--- config.mk ---
export PLATFORM = sky130hd
export DESIGN_NAME = pipe_hazard_ctrl_flat
export DESIGN_NICKNAME = d
export VERILOG_FILES = /design/src/rtl/pipe_ctrl_pkg.sv /design/src/rtl/pipe_hazard_ctrl_if.sv /design/src/rtl/muldiv_seq.sv /design/src/rtl/pipe_hazard_ctrl.sv /design/src/flat_wrapper.sv
export SDC_FILE = /design/constraint.sdc
export NUM_CORES = 1
export LEC_CHECK = 0
export ABC_AREA = 1
export CORE_ASPECT_RATIO = 1.2
export CORE_MARGIN = 3
export CORE_UTILIZATION = 37
export CTS_CLUSTER_SIZE = 16
export DETAILED_ROUTE_END_ITERATION = 10
export PLACE_DENSITY = 0.75
export REMOVE_ABC_BUFFERS = 1
export SYNTH_ARGS = -nofsm -noshare
export SYNTH_HDL_FRONTEND = slang
export SYNTH_SLANG_ARGS = --single-unit
--- constraint.sdc ---
create_clock -name clk -period 1.4 [get_ports clk]
set_clock_uncertainty 0.05 [all_clocks]
set_input_delay 0.28 -clock clk [delete_from_list [all_inputs] [get_ports clk]]
set_output_delay 0.28 -clock clk [all_outputs]
set_load 0.03 [all_outputs]
--- src/rtl/pipe_ctrl_pkg.sv ---
// ============================================================================
//  Module      : pipe_ctrl_pkg
//  Description : Shared encodings and constants for the pipeline hazard
//                controller and its mul/div occupancy sequencer.
//  Revision    : 1.0 - initial release
// ============================================================================
`default_nettype none

package pipe_ctrl_pkg;

    typedef logic [0:0] state_t;
    typedef logic [4:0] reg_idx_t;

    localparam state_t   RUN               = 1'b0;
    localparam state_t   MD_BUSY           = 1'b1;
    localparam reg_idx_t REG_ZERO          = 5'd0;
    localparam int       DEF_MULDIV_CYCLES = 8;

endpackage : pipe_ctrl_pkg

`default_nettype wire

--- src/rtl/pipe_hazard_ctrl_if.sv ---
// ============================================================================
//  Module      : pipe_hazard_ctrl_if
//  Description : Pipeline-side hazard information and the stage enable/flush
//                controls returned by the hazard controller.
//  Revision    : 1.0 - initial release
// ============================================================================
`default_nettype none

interface pipe_hazard_ctrl_if;
    import pipe_ctrl_pkg::*;

    reg_idx_t IF_IDRs;
    reg_idx_t IF_IDRt;
    logic     IF_IDUseRt;
    reg_idx_t ID_EXRt;
    logic     ID_EXMemRead;
    logic     EX_MulDiv;
    logic     EX_BranchTaken;
    logic     mem_ready;

    logic     PCWrite;
    logic     IF_IDWrite;
    logic     ID_EXWrite;
    logic     EX_MEMWrite;
    logic     IF_IDFlush;
    logic     ID_EXFlush;
    logic     EX_MEMFlush;
    logic     muldiv_start;
    logic     muldiv_done;

    // Pipeline datapath side
    modport master (
        output IF_IDRs, IF_IDRt, IF_IDUseRt, ID_EXRt, ID_EXMemRead,
               EX_MulDiv, EX_BranchTaken, mem_ready,
        input  PCWrite, IF_IDWrite, ID_EXWrite, EX_MEMWrite,
               IF_IDFlush, ID_EXFlush, EX_MEMFlush, muldiv_start, muldiv_done
    );

    // Hazard controller side
    modport slave (
        input  IF_IDRs, IF_IDRt, IF_IDUseRt, ID_EXRt, ID_EXMemRead,
               EX_MulDiv, EX_BranchTaken, mem_ready,
        output PCWrite, IF_IDWrite, ID_EXWrite, EX_MEMWrite,
               IF_IDFlush, ID_EXFlush, EX_MEMFlush, muldiv_start, muldiv_done
    );

endinterface : pipe_hazard_ctrl_if

`default_nettype wire

--- src/rtl/muldiv_seq.sv ---
// ============================================================================
//  Module      : muldiv_seq
//  Description : RUN/MD_BUSY sequencer that holds a mul/div instruction in EX
//                for MULDIV_CYCLES cycles and emits start/done pulses.
//  Revision    : 1.0 - initial release
// ============================================================================
`default_nettype none

module muldiv_seq
    import pipe_ctrl_pkg::*;
#(
    parameter int MULDIV_CYCLES = DEF_MULDIV_CYCLES,
    parameter int CNT_W         = 6
) (
    input  wire logic clk,
    input  wire logic rst_n,
    input  wire logic advance,
    input  wire logic md_req,
    output logic      md_busy,
    output logic      md_start,
    output logic      md_done,
    output logic      md_stall
);

    localparam bit               c_SINGLE = (MULDIV_CYCLES == 1);
    localparam logic [CNT_W-1:0] c_LOAD   = (MULDIV_CYCLES > 1) ? CNT_W'(MULDIV_CYCLES - 2) : '0;
    localparam logic [CNT_W-1:0] c_ONE    = CNT_W'(1);

    state_t           state_q, state_d;
    logic [CNT_W-1:0] cnt_q, cnt_d;

    // advance low (memory wait) freezes the sequence in place
    always_comb begin
        state_d  = state_q;
        cnt_d    = cnt_q;
        md_start = 1'b0;
        md_done  = 1'b0;
        md_stall = 1'b0;
        if (rst_n && advance) begin
            case (state_q)
                RUN: begin
                    if (md_req) begin
                        md_start = 1'b1;
                        if (c_SINGLE) begin
                            md_done = 1'b1;
                        end else begin
                            md_stall = 1'b1;
                            cnt_d    = c_LOAD;
                            state_d  = MD_BUSY;
                        end
                    end
                end
                MD_BUSY: begin
                    if (cnt_q != '0) begin
                        md_stall = 1'b1;
                        cnt_d    = cnt_q - c_ONE;
                    end else begin
                        md_done = 1'b1;
                        state_d = RUN;
                    end
                end
                default: state_d = RUN;
            endcase
        end
    end

    assign md_busy = (state_q == MD_BUSY);

    always_ff @(posedge clk) begin
        if (!rst_n) begin
            state_q <= RUN;
            cnt_q   <= '0;
        end else begin
            state_q <= state_d;
            cnt_q   <= cnt_d;
        end
    end

endmodule : muldiv_seq

`default_nettype wire

--- src/rtl/pipe_hazard_ctrl.sv ---
// ============================================================================
//  Module      : pipe_hazard_ctrl
//  Description : Stall/flush sequencer for the 5-stage pipeline: memory wait,
//                mul/div occupancy, taken-branch flush and load-use stall.
//                Optional hazard statistics counters under HAZ_STATS_EN.
//  Revision    : 1.0 - initial release
// ============================================================================
`default_nettype none

module pipe_hazard_ctrl
    import pipe_ctrl_pkg::*;
#(
    parameter int MULDIV_CYCLES = DEF_MULDIV_CYCLES,
    parameter int CNT_W         = 6
) (
    input  wire logic          clk,
    input  wire logic          rst_n,
    pipe_hazard_ctrl_if.slave  bus
`ifdef HAZ_STATS_EN
    ,
    output logic [31:0]        stall_cycles,
    output logic [15:0]        flush_events
`endif
);

    logic w_md_busy;
    logic w_md_start;
    logic w_md_done;
    logic w_md_stall;
    logic w_load_use;

    muldiv_seq #(
        .MULDIV_CYCLES (MULDIV_CYCLES),
        .CNT_W         (CNT_W)
    ) u_muldiv_seq (
        .clk      (clk),
        .rst_n    (rst_n),
        .advance  (bus.mem_ready),
        .md_req   (bus.EX_MulDiv),
        .md_busy  (w_md_busy),
        .md_start (w_md_start),
        .md_done  (w_md_done),
        .md_stall (w_md_stall)
    );

    assign w_load_use = bus.ID_EXMemRead && (bus.ID_EXRt != REG_ZERO) &&
                        ((bus.ID_EXRt == bus.IF_IDRs) ||
                         (bus.IF_IDUseRt && (bus.ID_EXRt == bus.IF_IDRt)));

    // Priority: memory freeze > mul/div > branch flush > load-use
    always_comb begin
        bus.PCWrite      = 1'b1;
        bus.IF_IDWrite   = 1'b1;
        bus.ID_EXWrite   = 1'b1;
        bus.EX_MEMWrite  = 1'b1;
        bus.IF_IDFlush   = 1'b0;
        bus.ID_EXFlush   = 1'b0;
        bus.EX_MEMFlush  = 1'b0;
        bus.muldiv_start = w_md_start;
        bus.muldiv_done  = w_md_done;
        if (rst_n) begin
            if (!bus.mem_ready) begin
                bus.PCWrite     = 1'b0;
                bus.IF_IDWrite  = 1'b0;
                bus.ID_EXWrite  = 1'b0;
                bus.EX_MEMWrite = 1'b0;
            end else if (w_md_busy || bus.EX_MulDiv) begin
                if (w_md_stall) begin
                    bus.PCWrite     = 1'b0;
                    bus.IF_IDWrite  = 1'b0;
                    bus.ID_EXWrite  = 1'b0;
                    bus.EX_MEMFlush = 1'b1;
                end
            end else if (bus.EX_BranchTaken) begin
                bus.IF_IDFlush = 1'b1;
                bus.ID_EXFlush = 1'b1;
            end else if (w_load_use) begin
                bus.PCWrite    = 1'b0;
                bus.IF_IDWrite = 1'b0;
                bus.ID_EXFlush = 1'b1;
            end
        end
    end

    a_branch_muldiv_excl : assert property (@(posedge clk) disable iff (!rst_n)
        !(bus.EX_BranchTaken && bus.EX_MulDiv));

`ifdef HAZ_STATS_EN
    logic [31:0] stall_cycles_q, stall_cycles_d;
    logic [15:0] flush_events_q, flush_events_d;

    always_comb begin
        stall_cycles_d = stall_cycles_q;
        flush_events_d = flush_events_q;
        if (!bus.PCWrite && (stall_cycles_q != '1)) begin
            stall_cycles_d = stall_cycles_q + 32'd1;
        end
        if ((bus.IF_IDFlush || bus.ID_EXFlush) && (flush_events_q != '1)) begin
            flush_events_d = flush_events_q + 16'd1;
        end
    end

    always_ff @(posedge clk) begin
        if (!rst_n) begin
            stall_cycles_q <= '0;
            flush_events_q <= '0;
        end else begin
            stall_cycles_q <= stall_cycles_d;
            flush_events_q <= flush_events_d;
        end
    end

    assign stall_cycles = stall_cycles_q;
    assign flush_events = flush_events_q;
`endif

endmodule : pipe_hazard_ctrl

`default_nettype wire

--- src/flat_wrapper.sv ---
// flat-port wrapper written by rule: the top's interface ports become plain ports
module pipe_hazard_ctrl_flat import pipe_ctrl_pkg::*;
#(
    parameter int MULDIV_CYCLES = DEF_MULDIV_CYCLES,
    parameter int CNT_W         = 6
)
  (clk, rst_n, bus_IF_IDRs, bus_IF_IDRt, bus_IF_IDUseRt, bus_ID_EXRt, bus_ID_EXMemRead, bus_EX_MulDiv, bus_EX_BranchTaken, bus_mem_ready, bus_PCWrite, bus_IF_IDWrite, bus_ID_EXWrite, bus_EX_MEMWrite, bus_IF_IDFlush, bus_ID_EXFlush, bus_EX_MEMFlush, bus_muldiv_start, bus_muldiv_done);
  pipe_hazard_ctrl_if bus_i ();
  input  wire logic clk;
  input  wire logic rst_n;
  input wire logic [$bits(bus_i.IF_IDRs)-1:0] bus_IF_IDRs;
  input wire logic [$bits(bus_i.IF_IDRt)-1:0] bus_IF_IDRt;
  input wire logic [$bits(bus_i.IF_IDUseRt)-1:0] bus_IF_IDUseRt;
  input wire logic [$bits(bus_i.ID_EXRt)-1:0] bus_ID_EXRt;
  input wire logic [$bits(bus_i.ID_EXMemRead)-1:0] bus_ID_EXMemRead;
  input wire logic [$bits(bus_i.EX_MulDiv)-1:0] bus_EX_MulDiv;
  input wire logic [$bits(bus_i.EX_BranchTaken)-1:0] bus_EX_BranchTaken;
  input wire logic [$bits(bus_i.mem_ready)-1:0] bus_mem_ready;
  output wire logic [$bits(bus_i.PCWrite)-1:0] bus_PCWrite;
  output wire logic [$bits(bus_i.IF_IDWrite)-1:0] bus_IF_IDWrite;
  output wire logic [$bits(bus_i.ID_EXWrite)-1:0] bus_ID_EXWrite;
  output wire logic [$bits(bus_i.EX_MEMWrite)-1:0] bus_EX_MEMWrite;
  output wire logic [$bits(bus_i.IF_IDFlush)-1:0] bus_IF_IDFlush;
  output wire logic [$bits(bus_i.ID_EXFlush)-1:0] bus_ID_EXFlush;
  output wire logic [$bits(bus_i.EX_MEMFlush)-1:0] bus_EX_MEMFlush;
  output wire logic [$bits(bus_i.muldiv_start)-1:0] bus_muldiv_start;
  output wire logic [$bits(bus_i.muldiv_done)-1:0] bus_muldiv_done;
  assign bus_i.IF_IDRs = bus_IF_IDRs;
  assign bus_i.IF_IDRt = bus_IF_IDRt;
  assign bus_i.IF_IDUseRt = bus_IF_IDUseRt;
  assign bus_i.ID_EXRt = bus_ID_EXRt;
  assign bus_i.ID_EXMemRead = bus_ID_EXMemRead;
  assign bus_i.EX_MulDiv = bus_EX_MulDiv;
  assign bus_i.EX_BranchTaken = bus_EX_BranchTaken;
  assign bus_i.mem_ready = bus_mem_ready;
  assign bus_PCWrite = bus_i.PCWrite;
  assign bus_IF_IDWrite = bus_i.IF_IDWrite;
  assign bus_ID_EXWrite = bus_i.ID_EXWrite;
  assign bus_EX_MEMWrite = bus_i.EX_MEMWrite;
  assign bus_IF_IDFlush = bus_i.IF_IDFlush;
  assign bus_ID_EXFlush = bus_i.ID_EXFlush;
  assign bus_EX_MEMFlush = bus_i.EX_MEMFlush;
  assign bus_muldiv_start = bus_i.muldiv_start;
  assign bus_muldiv_done = bus_i.muldiv_done;
  pipe_hazard_ctrl #(.MULDIV_CYCLES(MULDIV_CYCLES), .CNT_W(CNT_W)) u_core (.clk(clk), .rst_n(rst_n), .bus(bus_i));
endmodule
== Word-level counts from Yosys, hierarchy flattened ==
Cells that the tools add are included.

* Register bits after elaboration: 7
* Bits of input ports: 22
* Output and inout port bits: 9
* Word-level logic and storage cells: 53

* Add/sub/neg operators: 1
* Equal/unequal tests: 4
* Muxes and demuxes: 36
* Bitwise operators: 1
* Reductions and logical operators: 9

{| class="wikitable"
|+ Operators with widths
! cell !! count
|-
| 2-to-1 mux 1 bit || 32
|-
| 2-to-1 mux 6 bit || 2
|-
| case mux 6 bit (2 select lines) || 1
|-
| == test 5 bit || 2
|-
| nonzero test 6 bit || 1
|-
| subtractor 6 x 1 -> 6 bit (second input constant) || 1
|-
| nonzero test 5 bit || 1
|-
| logical AND 1 bit || 4
|-
| AND reduction 3 bit || 1
|-
| logical OR 1 bit || 2
|-
| != test 2 x 1 -> 1 bit (second input constant) || 1
|-
| != test 2 bit (second input constant) || 1
|-
| case mux 1 bit (2 select lines) || 1
|-
| inverter 1 bit || 1
|}

== Depth between registers and ports, before layout ==
* Depth after elaboration: 9
* Gate-level depth with buffers: 10
* Depth with buffers taken out: 9

== Hierarchy ==
From an unflattened synthesis, not the netlist that was laid out.

* Cell total of the unflattened synthesis: 142
* Area, all modules: 794.5 um2

{| class="wikitable"
|+ Modules (own cells, without submodules)
! module !! times used !! cells each !! area an instance (um2) !! seq. area each (um2)
|-
| muldiv_seq || 1 || 71 || 503.0 || 140.1
|-
| pipe_hazard_ctrl || 1 || 71 || 291.5 || 0.0
|}

== Least setup slack after synthesis ==
Ideal clock, no wire load.

* Path kind: register -> output
* Start point: register u_core.u_muldiv_seq.cnt_q[0]
* End point: output port bus_PCWrite
* Arrival time: 1.493 ns
* Required time: 1.070 ns
* Path slack: -0.423 ns
* Cell stages (with the launch flop): 11
* Path buffers: 2
* Cell sequence: dfxtp_1 inv_1 ha_1 nand4_2 nand3_2 buf_6 nand2_1 inv_1 nand2_1 nand2_1 buf_4

* Longest elaborated chain between the ends: 8

{| class="wikitable"
|+ RTL lines
! what !! line !! source
|-
| start, declared || muldiv_seq.sv:30 || <nowiki>logic [CNT_W-1:0] cnt_q, cnt_d;</nowiki>
|-
| start signal, assigned || muldiv_seq.sv:75 || <nowiki>cnt_q <= cnt_d;</nowiki>
|-
| nonzero test 6 bit || muldiv_seq.sv:54 || <nowiki>if (cnt_q != '0) begin</nowiki>
|-
| 2-to-1 mux 1 bit || muldiv_seq.sv:54 ||
|-
| case mux 1 bit (2 select lines) || muldiv_seq.sv:40 || <nowiki>case (state_q)</nowiki>
|-
| 2-to-1 mux 1 bit || muldiv_seq.sv:39 || <nowiki>if (rst_n && advance) begin</nowiki>
|-
| 2-to-1 mux 1 bit (4 in a row) || - ||
|-
| end, declared || flat_wrapper.sv:19 || <nowiki>output wire logic [$bits(bus_i.PCWrite)-1:0] bus_PCWrite;</nowiki>
|}

No other way between the ends.

== Final worst setup path ==
* Start point: register u_core.u_muldiv_seq.cnt_q[0]
* End point: output port bus_IF_IDWrite

* Longest elaborated chain between the ends: 8

{| class="wikitable"
|+ RTL lines
! what !! line !! source
|-
| nonzero test 6 bit || muldiv_seq.sv:54 ||
|-
| 2-to-1 mux 1 bit || muldiv_seq.sv:54 ||
|-
| case mux 1 bit (2 select lines) || muldiv_seq.sv:40 ||
|-
| 2-to-1 mux 1 bit || muldiv_seq.sv:39 ||
|-
| 2-to-1 mux 1 bit || pipe_hazard_ctrl.sv:68 || <nowiki>if (w_md_stall) begin</nowiki>
|-
| 2-to-1 mux 1 bit || pipe_hazard_ctrl.sv:67 || <nowiki>end else if (w_md_busy || bus.EX_MulDiv) begin</nowiki>
|-
| 2-to-1 mux 1 bit || pipe_hazard_ctrl.sv:62 || <nowiki>if (!bus.mem_ready) begin</nowiki>
|-
| 2-to-1 mux 1 bit || pipe_hazard_ctrl.sv:61 || <nowiki>if (rst_n) begin</nowiki>
|-
| end, declared || flat_wrapper.sv:20 || <nowiki>output wire logic [$bits(bus_i.IF_IDWrite)-1:0] bus_IF_IDWrite;</nowiki>
|}

No other way between the ends.

==> impl_metrics.json <==
{
  "port_buffers": 30,
  "gr-usage-all-layers_pct": 19.2,
  "die_area_um2": 2470,
  "pwr-share-seq_pct": 27.8,
  "internal_power_mw": 0.507,
  "end_kind": "output port",
  "dp_hpwl_um": 1690,
  "clockBufferDepth": 2,
  "htree_levels": 1,
  "netSwitchingPower_mw": 0.285,
  "die_h_um": 53.8,
  "cp.required_ns": 1.07,
  "dieWidth_um": 45.9,
  "fillCellCount": 127,
  "routed_wl_um": 2460,
  "cp-start-kind": "register",
  "grt_overflow": 0,
  "mostFrequentLayoutCell": "nand2_1",
  "dpl_worst_slack_ns": -0.983,
  "area_growth_pct": 88.7,
  "start_util_pct": 41.0,
  "clk_latency_ns": 0.26,
  "ff2ff_setup_slack_ns": 0.04,
  "path_max_fanout": 3,
  "synthesis.area_um2": 706,
  "tightest_slew_ns": 0.221,
  "antenna_left": 0,
  "post-synth-top-area-cell": "nand2_1",
  "swShare_pct": 36.0,
  "status": "finished, violations left",
  "final_layout_size_suffix_gt1_share_pct": 47.6,
  "finalWorstSetupSlack_ns": -0.250,
  "vias": 992,
  "layout.cells.non_filler": 205,
  "rsz0062_at_grt": "true",
  "drtIter0Drc": 20,
  "synth_cell_type_count": 19,
  "p_total_mw": 0.792,
  "drv_slew": 0,
  "leakagePower_nw": 0.724,
  "drc": 0,
  "grt_antenna_before_repair": 0,
  "drv_cap": 0,
  "grt_max_degree": 9,
  "dr.pass1.iters": 4,
  "fp.coreArea_um2": 1720,
  "yosys_warnings": 0,
  "worst_ep_arrival_time_ns": 1.32,
  "setup_violations": 8,
  "io_pins": 31,
  "design_area_um2": 1330,
  "finalSetupTns_ns": -1.19,
  "final_cell_mix": "nand2_1, buf_4, inv_1",
  "relSlewSlack_pct": 85.1,
  "clock-sinks": 7,
  "diodes": 0,
  "yosysSeqAreaShare_pct": 19.9,
  "syn-mean-instance-area_um2": 5.35,
  "synth.area.top_cells": "nand2_1, dfxtp_1, inv_1",
  "cts_made_buffers": 3,
  "num_rows": 16,
  "violations": "setup timing",
  "min_period_ns": 1.65,
  "path_clk_slew_ns": 0.06,
  "placedCellCount": 196,
  "synth-seq-cells": 7,
  "root_buffer": "clkbuf_4",
  "first_global_vias": 878,
  "timing.fmax_mhz": 606,
  "ir_drop_mv": 0.526,
  "hold_viol": 0,
  "yosysTopAreaCellShare_pct": 23.9,
  "vias_per_cell": 4.84,
  "netlist_instances": 132,
  "grt_pass1_wl_um": 3550,
  "power.share.clock_pct": 23.4,
  "wl_per_cell_um": 12.0,
  "fin_util_pct": 77.3,
  "critical_path_class": "reg -> out",
  "pwr-share-comb_pct": 48.8,
  "holdWs_ns": 0.344,
  "layout.nets": 212,
  "gp_congestion": 0.880,
  "cts_tree": "yes",
  "place_area_um2": 1130,
  "power_density_nw_per_um2": 595,
  "hold_class": "in -> reg",
  "finalCritPeriodShare_pct": 118
}
==> timing repair <==
item,CTS,global route
setup endpoints to repair,13,15
hold buffers,0,0
resized for setup,116,42
pin swaps,28,25
buffers inserted,2,5
==> sequential cells by signal (all words and copies together) (netlist names) <==
| signal | count |
|---|---|
| u_core.u_muldiv_seq.md_busy | 1 |
| u_core.u_muldiv_seq.cnt_q | 6 |
==> worst paths after layout <==
path	startpoint	end	depth (start not counted)
worst max register to register	u_core.u_muldiv_seq.cnt_q[1]	u_core.u_muldiv_seq.cnt_q[3]	10
worst min register to register	u_core.u_muldiv_seq.cnt_q[2]	u_core.u_muldiv_seq.cnt_q[2]	3
worst min-delay path	bus_mem_ready	u_core.u_muldiv_seq.md_busy	3
worst max-delay path	u_core.u_muldiv_seq.cnt_q[0]	bus_IF_IDWrite	9
==> logic make-up after synthesis <==
logic type,share of synthesized area [%]
xor gates and xnor gates,2.48
adders and majority gates,3.55
and+or+nand+nor,48.6
AOI/OAI and AO/OA,7.45
DFF,19.9
buffers and inverters,18.1
==> critical path: stages, from the launching register on <==
cell and delay, ns:
dfxtp_2 0.31, inv_2 0.07, ha_4 0.14, nand4_4 0.12
nand3_4 0.10, nand2_2 0.05, inv_2 0.04, nand2_2 0.04
nand2_2 0.07, buf_6 0.13
==> power by group through the flow <==
stage | Clock [mW] | Combinational, mW | Sequential (mW)
after floorplan | 0 | 0.149 | 0.221
after global placement | 0 | 0.303 | 0.219
after detailed placement | 0 | 0.310 | 0.219
after CTS | 0.187 | 0.326 | 0.218
after global routing | 0.210 | 0.417 | 0.221
final | 0.185 | 0.386 | 0.220
==> layout make-up <==
cell class / count / area [µm²] / share of cell area [%]
Clock buffer: 4 / 26.3 / 1.97
Inverter: 29 / 116 / 8.74
Multi-Input combinational cell: 94 / 554 / 41.6
Sequential cell: 7 / 146 / 11.0
Tap cell: 18 / 22.5 / 1.69
Timing Repair Buffer: 53 / 465 / 35.0
==> cells in the mapped netlist (all sizes together) <==
cell type,instances
nand2,45
inv,29
nor2,19
nand3,11
dfxtp,7
o21ai,6
a21oi,3
nand4,3
buf,2
ha,2
or2,2
o21a,1
xnor2,1
xor2,1
==> layer usage <==
layer	GRT usage, %	vias to the layer above	share of wire [%]
li1	-	509	-
met1	24.8	449	41
met2	31.7	30	52
met3	6.02	4	6.3
met4	2.84	0	0.69
met5	0	-	0
Power figures use the tool's default switching activity.
